$ cat src/rtl/counter_sequencer.sv
// Command-driven stimulus and self-check engine for an up/down counter's pin interface.
// Drives load/enable/up_down/data_in from queued-by-source commands and shadows the counter.
module counter_sequencer #(
  parameter int WIDTH = 8,
  parameter int ERRW  = 8
) (
  input  logic             clk,
  input  logic             reset,
  input  logic             cmd_valid,
  output logic             cmd_ready,
  input  logic [1:0]       cmd_op,
  input  logic [WIDTH-1:0] cmd_arg,
  input  logic             chk_en,
  output logic             load,
  output logic             enable,
  output logic             up_down,
  output logic [WIDTH-1:0] data_in,
  input  logic [WIDTH-1:0] data_out,
  output logic             busy,
  output logic             done,
  output logic [WIDTH-1:0] exp_val,
  output logic             err,
  output logic [ERRW-1:0]  err_cnt,
  output logic [WIDTH-1:0] err_exp,
  output logic [WIDTH-1:0] err_got
);

  typedef enum logic { IDLE = 1'b0, RUN = 1'b1 } state_e;

  localparam logic [1:0] OP_LOAD = 2'b00;
  localparam logic [1:0] OP_UP   = 2'b01;
  localparam logic [1:0] OP_DOWN = 2'b10;

  state_e           state_q;
  logic [WIDTH-1:0] rem_q;
  logic             load_q, enable_q, up_down_q, busy_q, done_q;
  logic [WIDTH-1:0] data_in_q;
  logic [WIDTH-1:0] exp_q, exp_d;
  logic             err_q;
  logic [ERRW-1:0]  err_cnt_q;
  logic [WIDTH-1:0] err_exp_q, err_got_q;
  logic             mismatch;

  function automatic logic [ERRW-1:0] sat_inc(input logic [ERRW-1:0] v);
    return (&v) ? v : v + ERRW'(1);
  endfunction

  function automatic logic [WIDTH-1:0] shadow_step(input logic [WIDTH-1:0] v,
                                                   input logic ld, input logic en,
                                                   input logic up, input logic [WIDTH-1:0] din);
    if (ld)      return din;
    else if (en) return up ? v + WIDTH'(1) : v - WIDTH'(1);
    else         return v;
  endfunction

  // rem_q counts steps still to issue, including the one currently on the pins
  always_ff @(posedge clk) begin
    if (reset) begin
      state_q   <= IDLE;
      rem_q     <= '0;
      load_q    <= 1'b0;
      enable_q  <= 1'b0;
      up_down_q <= 1'b0;
      data_in_q <= '0;
      busy_q    <= 1'b0;
      done_q    <= 1'b0;
    end else begin
      case (state_q)
        IDLE: begin
          if (cmd_valid) begin
            state_q <= RUN;
            busy_q  <= 1'b1;
            if (cmd_op == OP_LOAD) begin
              load_q    <= 1'b1;
              data_in_q <= cmd_arg;
              rem_q     <= WIDTH'(1);
              done_q    <= 1'b1;
            end else begin
              enable_q  <= (cmd_op != 2'b11) && (cmd_arg != '0);
              up_down_q <= (cmd_op == OP_UP) && (cmd_arg != '0);
              rem_q     <= cmd_arg;
              done_q    <= (cmd_arg <= WIDTH'(1));
            end
          end
        end
        RUN: begin
          if (rem_q <= WIDTH'(1)) begin
            state_q   <= IDLE;
            rem_q     <= '0;
            load_q    <= 1'b0;
            enable_q  <= 1'b0;
            up_down_q <= 1'b0;
            busy_q    <= 1'b0;
            done_q    <= 1'b0;
          end else begin
            rem_q  <= rem_q - WIDTH'(1);
            done_q <= (rem_q == WIDTH'(2));
          end
        end
        default: state_q <= IDLE;
      endcase
    end
  end

  assign exp_d    = shadow_step(exp_q, load_q, enable_q, up_down_q, data_in_q);
  assign mismatch = chk_en && (data_out != exp_q);

  // Shadow model advances with the counter; errors only accumulate while checking is enabled
  always_ff @(posedge clk) begin
    if (reset) begin
      exp_q     <= '0;
      err_q     <= 1'b0;
      err_cnt_q <= '0;
      err_exp_q <= '0;
      err_got_q <= '0;
    end else begin
      exp_q <= exp_d;
      if (mismatch) begin
        err_q     <= 1'b1;
        err_cnt_q <= sat_inc(err_cnt_q);
        if (!err_q) begin
          err_exp_q <= exp_q;
          err_got_q <= data_out;
        end
      end
    end
  end

  assign cmd_ready = (state_q == IDLE);
  assign load      = load_q;
  assign enable    = enable_q;
  assign up_down   = up_down_q;
  assign data_in   = data_in_q;
  assign busy      = busy_q;
  assign done      = done_q;
  assign exp_val   = exp_q;
  assign err       = err_q;
  assign err_cnt   = err_cnt_q;
  assign err_exp   = err_exp_q;
  assign err_got   = err_got_q;

endmodule
$ cat config.mk
export PLATFORM = sky130hd
export DESIGN_NAME = counter_sequencer
export DESIGN_NICKNAME = d
export VERILOG_FILES = /design/src/rtl/counter_sequencer.sv
export SDC_FILE = /design/constraint.sdc
export NUM_CORES = 1
export LEC_CHECK = 0
export CAP_MARGIN = 20
export CORE_AREA = 3 3 66 98
export CTS_CLUSTER_DIAMETER = 150
export DETAILED_ROUTE_END_ITERATION = 8
export DIE_AREA = 0 0 69 101
export PLACE_DENSITY = 0.79
export SLEW_MARGIN = 20
export SYNTH_ARGS = -nofsm -noshare
export SYNTH_HDL_FRONTEND = slang
export SYNTH_SLANG_ARGS = --single-unit
$ cat constraint.sdc
create_clock -name clk -period 4.4 [get_ports clk]
set_input_delay 0.66 -clock clk [delete_from_list [all_inputs] [get_ports clk]]
set_output_delay 0.66 -clock clk [all_outputs]
set_load 0.02 [all_outputs]
==> impl_metrics.yaml <==
floorplan:
  initial_core_util_pct: 48.5
  core_area_mm2: 0.00579
  num_rows: 34
  pin_count: 69
  die_h_um: 101
  die_w_um: 69
  dieArea_mm2: 0.00697
yosys:
  syn_area_mm2: 0.00281
  yosysTopAreaCellShare_pct: 39.2
  synth_edf_count: 0
  synth_area_leaders: "dfxtp_1 39%, mux2i_1 6.4%, nor2_1 5.6%, a21oi_1 5.0%, ha_1 4.5%"
  ys_seq_area_share_pct: 39.2
  synth-async-reset-ratio_pct: 0
  synth_top_area_cell: "dfxtp_1"
  ys_ff_latch: 55
  yosys_warnings: 0
  synthFlopType: "dfxtp_1"
  ys_types: 52
  synthCells: 330
  syn_area_per_cell_um2: 8.51
  syn-num-nets: 363
power_and_ir_drop:
  p_leak_nw: 1.38
  ir_drop_uv: 161
  p_seq_share_pct: 47.8
  p_per_area_mw_per_mm2: 336
  p_switching_w: 0.000389
  p_comb_share_pct: 29.4
  p_sw_share_pct: 32.1
  clock_power_share_pct: 22.8
  intPower_w: 0.000823
cells_and_area:
  nets: 423
  layout-drive-gt1-share_pct: 4.62
  stdcell_count: 462
  area_growth_pct: 28.6
  nFillCells: 550
  final_cell_area_mm2: 0.00361
  diodes: 0
global_route:
  grt_pass1_vias: 2624
  grt_use_total_pct: 21.1
  grt_antenna_before_repair: 0
  grt_max_degree: 56
  gr-total-overflow: 0
  grt_pass1_wl_um: 12000
timing:
  setup_viol: 0
  rsz0062_at_grt: "no"
  slew_headroom_pct: 34.9
  hold_violations: 0
  worst_slew_pin_slew_ns: 0.976
  fin_tns_setup_ns: 0
  max_freq_mhz: 400
  fin_crit_ns: 2.50
  drv_slew: 0
  finalClockSkew_ns: 0.00984
  period_share_pct: 56.8
setup_path:
  r2r_slack_ns: 2.09
  cp-end-kind: "register"
  cp_max_fo: 17
  worstRegToRegCells: 7
  slowest_delay_ns: 0.68
  cp_slowest_cell: "nor4_1"
  required_ns: 4.61
  critical_path.top_delay_family: "simple AND/OR/NAND/NOR gates"
  worstSetupStartpoint: "data_out[1]"
  critPathKind: "primary input to register"
  reg2reg_to: "exp_val[7]$_SDFFE_PP0P_"
  cp_cell_sequence: "clkdlybuf4s50_1, xor2_1, nor4_1, a21bo_2, nor3_1, a211oi_1"
  path_buf_inv: 1
  startpoint_type: "primary input"
  r2r_start: "up_down$_SDFFE_PP0P_"
  arrival_ns: 2.71
cts:
  clk_pin_slew_worst_paths_ns: 0.09
  hold_buffers: 0
  ctsResizeCount: 0
  tritoncts: "built"
  htreeDepth: 2
  cts_root_buf: "clkbuf_8"
  cts_sinks: 55
  cts_buffer_depth: 2
  clk-insertion-delay-late_ns: 0.30
  cts_setup_buffers: 0
  cts_buffers: 5
drt:
  routed_via_density: 5.58
  ant_nets: 0
  first_pass_iters: 5
  routedWlPerCell_um: 15.5
  drc: 0
  vias: 2579
  wl_um: 7170
  initialDrtViolationCount: 119
hold_path:
  holdCritStartpoint: "busy$_SDFFE_PP0P_"
  hold_path.class: "register to register"
  hold_depth: 2
  worstHoldEndpoint: "busy$_SDFFE_PP0P_"
placed_design:
  dp_cells: 455
  placed_area_mm2: 0.00351
  portBuffers: 68
  place.gp.congestion: 0.924
  dp_hpwl_um: 5400
status:
  outcome: "finished, final reports clean"
run:
  cap_violations: 0
[power by group through the flow]
stage	clock network, W	registers (W)	logic (W)
2_1_floorplan	0	0.000601	0.000216
3_3_place_gp	0	0.000590	0.000347
4_1_cts	0.000287	0.000579	0.000356
5_1_grt	0.000310	0.000586	0.000392
3_5_place_dp	0	0.000591	0.000354
6_report	0.000276	0.000579	0.000357
[how the worst max path moves through the flow]
stage                                    endpoint  slack, ns  cells past startpoint
after floorplan           exp_val[7]$_SDFFE_PP0P_       2.23                      7
after global placement    err_exp[2]$_SDFFE_PP0P_       1.65                      6
after detailed placement  err_got[1]$_SDFFE_PP0P_       1.52                      6
after CTS                 err_got[1]$_SDFFE_PP0P_       1.85                      6
after global routing      err_cnt[6]$_SDFFE_PP0P_       1.74                      6
final                     err_cnt[6]$_SDFFE_PP0P_       1.90                      6
[synthesized netlist by cell type, drive strengths merged, types with 2 or more instances]
master	number
and3	5
ha	10
nand2b	3
o41ai	2
nor3	10
nand3	6
a32o	2
a21o	4
nor2	42
clkbuf	11
nand2	27
buf	4
o31ai	5
o21ai	15
a211oi	8
a21oi	29
dfxtp	55
xnor2	4
or4	4
a22oi	5
xor2	8
a221oi	3
or2	2
nor4	7
o21ba	2
or3	4
inv	15
mux2i	18
o21a	2
[layer usage]
metal  global-route usage (%)  wire, um
met3                     4.19       277
met5                        0         0
met2                     40.4      3900
met1                     22.3      2880
met4                     8.42       114
[cells in the final DEF (no fill, tap or decap), drive strengths merged, types with 2 or more instances in the layout]
master          n
a211oi          8
a21o            4
a21oi          29
a221oi          3
a22oi           5
a32o            2
and3            5
clkbuf          6
clkdlybuf4s50  67
dfxtp          55
ha             10
inv            15
mux2i          18
nand2          27
nand2b          3
nand3           6
nor2           42
nor3           10
nor4            7
o21a            2
o21ai          15
o21ba           2
o31ai           5
o41ai           2
or2             2
or3             4
or4             4
xnor2           4
xor2            8
[state kept, by name, summed over array words and instances (netlist names), 8 cells and up]
name,cells
data_in,8
err_cnt,8
err_exp,8
err_got,8
exp_val,8
rem_q,8
[cells by family after synthesis]
kind of cell | synth area share [%]
buf+inv | 4.10
xor+xnor | 3.74
compound gates | 21.5
flops | 39.2
mux | 6.42
simple gates | 19.9
fa+ha+maj | 5.17
[through the flow]
step	worst slack, ns	power [W]	utilization, %	hold slack [ns]
6_report	1.90	0.00121	62.4	0.479
4_1_cts	1.85	0.00122	62.3	0.479
3_3_place_gp	1.65	0.000937	60.7	0.459
5_1_grt	1.74	0.00129	62.4	0.505
3_5_place_dp	1.52	0.000945	60.7	0.463
2_1_floorplan	2.23	0.000817	-	0.493
[worst register-to-register path: stages (launching register included)]
cell and delay [ns]:
dfxtp_1 0.42, inv_1 0.19, ha_1 0.35, a211oi_1 0.41, o21ai_0 0.21, a211oi_1 0.33
nor4_1 0.08, nor4bb_1 0.26
[final cells by class]
cell class / count / area [um2] / area share, %
multi-input cells: 245 / 1600 / 44.3
flip-flops and latches: 55 / 1100 / 30.5
repair buffers: 68 / 676 / 18.7
well taps: 72 / 90.1 / 2.50
clock buffers: 6 / 82.6 / 2.29
inverters: 15 / 56.3 / 1.56
clock inverters: 1 / 5.00 / 0.139
Power figures use the tool's default switching activity.
